==> config.mk <==
export PLATFORM = sky130hd
export DESIGN_NAME = id_exe_stage_reg
export DESIGN_NICKNAME = d
export VERILOG_FILES = /design/src/rtl/id_exe_stage_reg.sv
export SDC_FILE = /design/constraint.sdc
export NUM_CORES = 1
export LEC_CHECK = 0
export CORE_AREA = 2 2 137 139
export DETAILED_ROUTE_END_ITERATION = 10
export DIE_AREA = 0 0 139 141
export PLACE_DENSITY = 0.75
export SYNTH_ARGS = -nofsm -noshare
export SYNTH_HDL_FRONTEND = slang
export SYNTH_SLANG_ARGS = --single-unit
==> constraint.sdc <==
create_clock -name clk -period 1.3 [get_ports clk]
set_clock_uncertainty 0.15 [all_clocks]
set_input_delay 0.26 -clock clk [delete_from_list [all_inputs] [get_ports clk]]
set_output_delay 0.26 -clock clk [all_outputs]
set_load 0.05 [all_outputs]
==> src/rtl/id_exe_stage_reg.sv <==
// id_exe_stage_reg: ID->EXE pipeline register with freeze/flush; priority reset > freeze > flush > load.
// Optional saturating stall/flush statistics counters are built when ID_EXE_STAT_CNT_EN is defined.
module id_exe_stage_reg #(
  parameter int DW   = 32,
  parameter int RW   = 4,
  parameter int CNTW = 16
) (
  input  logic            clk,
  input  logic            rst,
  input  logic            freeze,
  input  logic            flush,
  input  logic [DW-1:0]   pc_in,
  input  logic [DW-1:0]   val_rn_in,
  input  logic [DW-1:0]   val_rm_in,
  input  logic            imm_in,
  input  logic [11:0]     shift_operand_in,
  input  logic [23:0]     signed_imm24_in,
  input  logic [RW-1:0]   dest_in,
  input  logic [RW-1:0]   src1_in,
  input  logic [RW-1:0]   src2_in,
  input  logic [3:0]      exe_cmd_in,
  input  logic            wb_en_in,
  input  logic            mem_r_en_in,
  input  logic            mem_w_en_in,
  input  logic            b_in,
  input  logic            s_in,
  input  logic [3:0]      sr_in,
  output logic [DW-1:0]   pc_out,
  output logic [DW-1:0]   val_rn_out,
  output logic [DW-1:0]   val_rm_out,
  output logic            imm_out,
  output logic [11:0]     shift_operand_out,
  output logic [23:0]     signed_imm24_out,
  output logic [RW-1:0]   dest_out,
  output logic [RW-1:0]   src1_id_reg,
  output logic [RW-1:0]   src2_id_reg,
  output logic [3:0]      exe_cmd_out,
  output logic            wb_en_out,
  output logic            mem_r_en_out,
  output logic            mem_w_en_out,
  output logic            b_out,
  output logic            s_out,
  output logic [3:0]      sr_out,
  output logic [CNTW-1:0] stall_cnt,
  output logic [CNTW-1:0] flush_cnt
);
  // A bubble is all-zero, so wb_en_out=0 keeps its dest=0 from ever forwarding.
  always_ff @(posedge clk)
    if (!rst || (!freeze && flush))
      {pc_out, val_rn_out, val_rm_out, imm_out, shift_operand_out, signed_imm24_out,
       dest_out, src1_id_reg, src2_id_reg, exe_cmd_out, wb_en_out, mem_r_en_out,
       mem_w_en_out, b_out, s_out, sr_out} <= '0;
    else if (!freeze)
      {pc_out, val_rn_out, val_rm_out, imm_out, shift_operand_out, signed_imm24_out,
       dest_out, src1_id_reg, src2_id_reg, exe_cmd_out, wb_en_out, mem_r_en_out,
       mem_w_en_out, b_out, s_out, sr_out} <=
      {pc_in, val_rn_in, val_rm_in, imm_in, shift_operand_in, signed_imm24_in,
       dest_in, src1_in, src2_in, exe_cmd_in, wb_en_in, mem_r_en_in,
       mem_w_en_in, b_in, s_in, sr_in};
`ifdef ID_EXE_STAT_CNT_EN
  always_ff @(posedge clk)
    if (!rst) begin
      stall_cnt <= '0;
      flush_cnt <= '0;
    end else begin
      if (freeze && stall_cnt != '1) stall_cnt <= stall_cnt + 1'b1;
      if (!freeze && flush && flush_cnt != '1) flush_cnt <= flush_cnt + 1'b1;
    end
`else
  assign stall_cnt = '0;
  assign flush_cnt = '0;
`endif
endmodule
# Word-level counts from Yosys, hierarchy flattened
# Index checks and enable logic that the tools add are counted.
# classes
reduce_logical,4
# op_table
operator,n
$logic_not 1->1,2
$logic_and 1x1->1,1
$logic_or 1x1->1,1
# totals
register_bits,158
input_bits,162
output_inout_bits,190
wordCells,20

# Logic depth before layout (Yosys ltp)
# logic_depth
depth_word,3
ltp_mapped,6
depth_no_buf,2

# Worst setup path after synthesis
# No wires, ideal clock.
# synth_timing
kind,input-to-reg
from,input port freeze
to,register dest_out[0]
setup_time_ns,0.129
arrival_ns,0.899
t_required_ns,1.021
setup_slack_ns,0.122
stages,6
n_path_buf,4
cell_sequence,buf_6 > buf_12 > buf_4 > buf_6 > nand3_1 > o21ai_0
# synth_via
elab_chain_cells,3
# synth_rtl
item,line,text
"start, declared",10,"input logic freeze,"
$logic_not 1->1,-,
$logic_and 1x1->1,49,if (!rst || (!freeze && flush))
$logic_or 1x1->1,49,
"end, declared",34,"output logic [RW-1:0] dest_out,"
# Several ways; a longest one is shown, not always the timed one.
# A chain may end at the register's enable or synchronous reset.

# Final worst setup path
# layout_timing
from,register signed_imm24_out[14]
to,output port signed_imm24_out[14]
# layout_rtl
item,line,text
"start, declared",33,"output logic [23:0] signed_imm24_out,"
# No word-level cell between the ends.

==> impl_metrics.env <==
export IMPL_status="finished with violations"
export IMPL_violations="setup timing"
export IMPL_p_leak_nw=4.639
export IMPL_area_growth_pct=87.71
export IMPL_required_ps=890
export IMPL_cts_tree="done"
export IMPL_fmax_mhz=748.2
export IMPL_synthSimpleGateAreaFrac_pct=27.57
export IMPL_power_frac_clock_pct=39.2
export IMPL_fill_cells=1360
export IMPL_seq_area_frac_synth_pct=48.63
export IMPL_fin_util_pct=66.83
export IMPL_cts_root_buf="clkbuf_16"
export IMPL_fp_dieW_microns=139
export IMPL_routedWlPerCell_microns=15.44
export IMPL_rr_worst_depth=3
export IMPL_drv_slew=0
export IMPL_r2r_start="val_rn_out[4]"
export IMPL_synth_compound_area_share_pct=12.45
export IMPL_ys_seq_elements=158
export IMPL_rows=50
export IMPL_setup_slack_ps=-36.47
export IMPL_crit_type="reg -> out"
export IMPL_initial_core_util_pct=35.60
export IMPL_crit_path_cell_trace="buf_12"
export IMPL_rsz0062_at_grt="yes"
export IMPL_place_gp_congestion=0.7754
export IMPL_critPathMaxStageDelay_ps=370
export IMPL_clk_transition_reported_paths_ps=70
export IMPL_portBuffers=319
export IMPL_placed_cell_area_sq_um=11230
export IMPL_vias=6116
export IMPL_clock_latency_ps=410
export IMPL_r2r_setup_slack_ps=390
export IMPL_critPathArrivalTime_ps=930
export IMPL_dp_hpwl_microns=14300
export IMPL_htreeDepth=4
export IMPL_synth_xor_area_share_pct=0
export IMPL_grt_max_degree=67
export IMPL_die_area_sq_um=19600
export IMPL_final_hold_viol_count=0
export IMPL_antenna_found_initial=0
export IMPL_drv_cap=0
export IMPL_synthMuxAreaShare_pct=0
export IMPL_fin_tns_setup_ps=-1885
export IMPL_die_y_microns=141
export IMPL_final_cells=1289
export IMPL_final_design_area_no_fill_sq_um=12210
export IMPL_synth_area_sq_um=6504
export IMPL_yosysWarnings=0
export IMPL_cts_sinks=158
export IMPL_holdPathStages=3
export IMPL_ios=352
export IMPL_ir_worst_vdd_mv=0.8860
export IMPL_crit_path_top_delay_cell="dfxtp_2"
export IMPL_synth_top_family_by_area="simple AND/OR/NAND/NOR gates"
export IMPL_dr_pass1_iters=4
export IMPL_fin_total_pwr_mw=13.43
export IMPL_hold_slack_ps=29.99
export IMPL_p_switching_mw=3.707
export IMPL_synth_cells=736
export IMPL_hold_class="in -> reg"
export IMPL_drcViolationCount=0
export IMPL_worst_setup_path_start_kind="flip-flop"
export IMPL_p_comb_share_pct=21.5
export IMPL_period_minus_slack_ps=1336
export IMPL_synth_avg_cell_area_sq_um=8.837
export IMPL_cts_made_buffers=17
export IMPL_core_area_sq_um=18270
export IMPL_crit_path_end_kind="output port"
export IMPL_seq_power_share_pct=39.2
export IMPL_setup_violations_final=156
export IMPL_grt_pass1_wl_microns=30800
export IMPL_drt_total_wl_microns=19910
export IMPL_drive_gt1_share_pct=37.25
export IMPL_viasPerCell=4.745
export IMPL_timing_final_crit_share_pct=102.8
export IMPL_clockBufferDepth=2
export IMPL_whs_endpoint="val_rm_out[10]"
export IMPL_crit_buf_inv=1
export IMPL_grt_usage_pct=19.49
export IMPL_ctsHoldBuffers=0
export IMPL_power_density_nw_per_um2=1100
export IMPL_antenna_left=0
export IMPL_cpLargestDelayFamily="flip-flops"
export IMPL_min_from="freeze"
export IMPL_sw_frac_of_total_pct=27.60
export IMPL_crit_fanout=2
export IMPL_drtIter0Drc=266
export IMPL_internal_power_mw=9.723
export IMPL_nNetsFinal=1204
export IMPL_r2r_end="val_rn_out[4]"
export IMPL_grt_pass1_vias=5953
export IMPL_dpl_cell_count=1239
export IMPL_pre_cts_ws_ps=-345.3
export IMPL_grt_remaining_overflow=0
export IMPL_synth_cell_types=16
export IMPL_synth_adder_area_share_pct=0
export IMPL_antennaDiodeCount=0
[worst reg2reg max path: cells and delay by family (launching register included)]
kind                   cells  cell delay, ps
flip-flops                 1             330
buffers and inverters      1             130
AND/OR/NAND/NOR            1              90
AO/OA/AOI/OAI              1              80
[routing by layer]
metal / vias up / track usage, % / share of wire [%]
met4: 0 / 10.42 / 4.4
met1: 2793 / 22.07 / 39
met2: 241 / 33.55 / 50
met5: - / 0 / 0
li1: 3024 / - / -
met3: 58 / 5.367 / 6.0
[power by group through the flow]
| stage | sequential, mW | clock (mW) | combinational [mW] |
|---|---|---|---|
| floorplan | 5.90 | 0 | 0.872 |
| global placement | 5.34 | 0 | 2.83 |
| detailed placement | 5.35 | 0 | 2.86 |
| CTS | 5.28 | 5.39 | 2.88 |
| global route | 5.29 | 5.58 | 3.03 |
| finish | 5.27 | 5.27 | 2.89 |
[logic make-up after synthesis]
logic type,count (synthesis)
AOI/OAI and AO/OA,158
other,1
buffers and inverters,102
DFF,158
and+or+nand+nor,317
[cell type report]
class / count / area (sq um) / area share (%)
clock inverter: 13 / 187.7 / 1.537
sequential: 158 / 3381 / 27.69
timing repair buffer: 358 / 5191 / 42.52
clock buffer: 19 / 432.9 / 3.546
tap: 234 / 292.8 / 2.398
multi-input combinational: 507 / 2723 / 22.30
[cell usage in the layout (no fill, tap or decap), types with 3 or more instances in the layout]
cell type        instances
clkinvlp_4               3
dfxtp_4                  8
o21ai_0                 37
o21ai_2                  5
dfxtp_2                150
conb_1                  32
buf_4                   30
nand2b_1               158
buf_12                 168
bufinv_16                4
clkbuf_16               17
o21ai_1                116
nand3_1                158
clkdlybuf4s50_1        159
[repair_timing]
action,4_1_cts,5_1_grt
buffers inserted,4,14
gates resized for setup,159,7
setup endpoints to repair,158,158
cloned,0,0
[cells in the mapped netlist, drive strengths merged]
cell type,number,share of area (%)
buf,64,7.5
o21ai,158,12
nand2b,159,15
dfxtp,158,49
clkbuf,38,3.8
conb,1,0.058
nand3,158,12
[worst max-delay path by stage]
stage / startpoint / to / slack (ps) / cells past startpoint
2_1_floorplan: freeze / dest_out[0] / 120 / 6
3_3_place_gp: flush / val_rm_out[22] / -320 / 4
3_5_place_dp: flush / signed_imm24_out[15] / -350 / 4
4_1_cts: signed_imm24_out[14] / signed_imm24_out[14] / -60 / 1
5_1_grt: signed_imm24_out[14] / signed_imm24_out[14] / -70 / 1
6_report: signed_imm24_out[14] / signed_imm24_out[14] / -40 / 1
(Power assumes the default switching activity.)
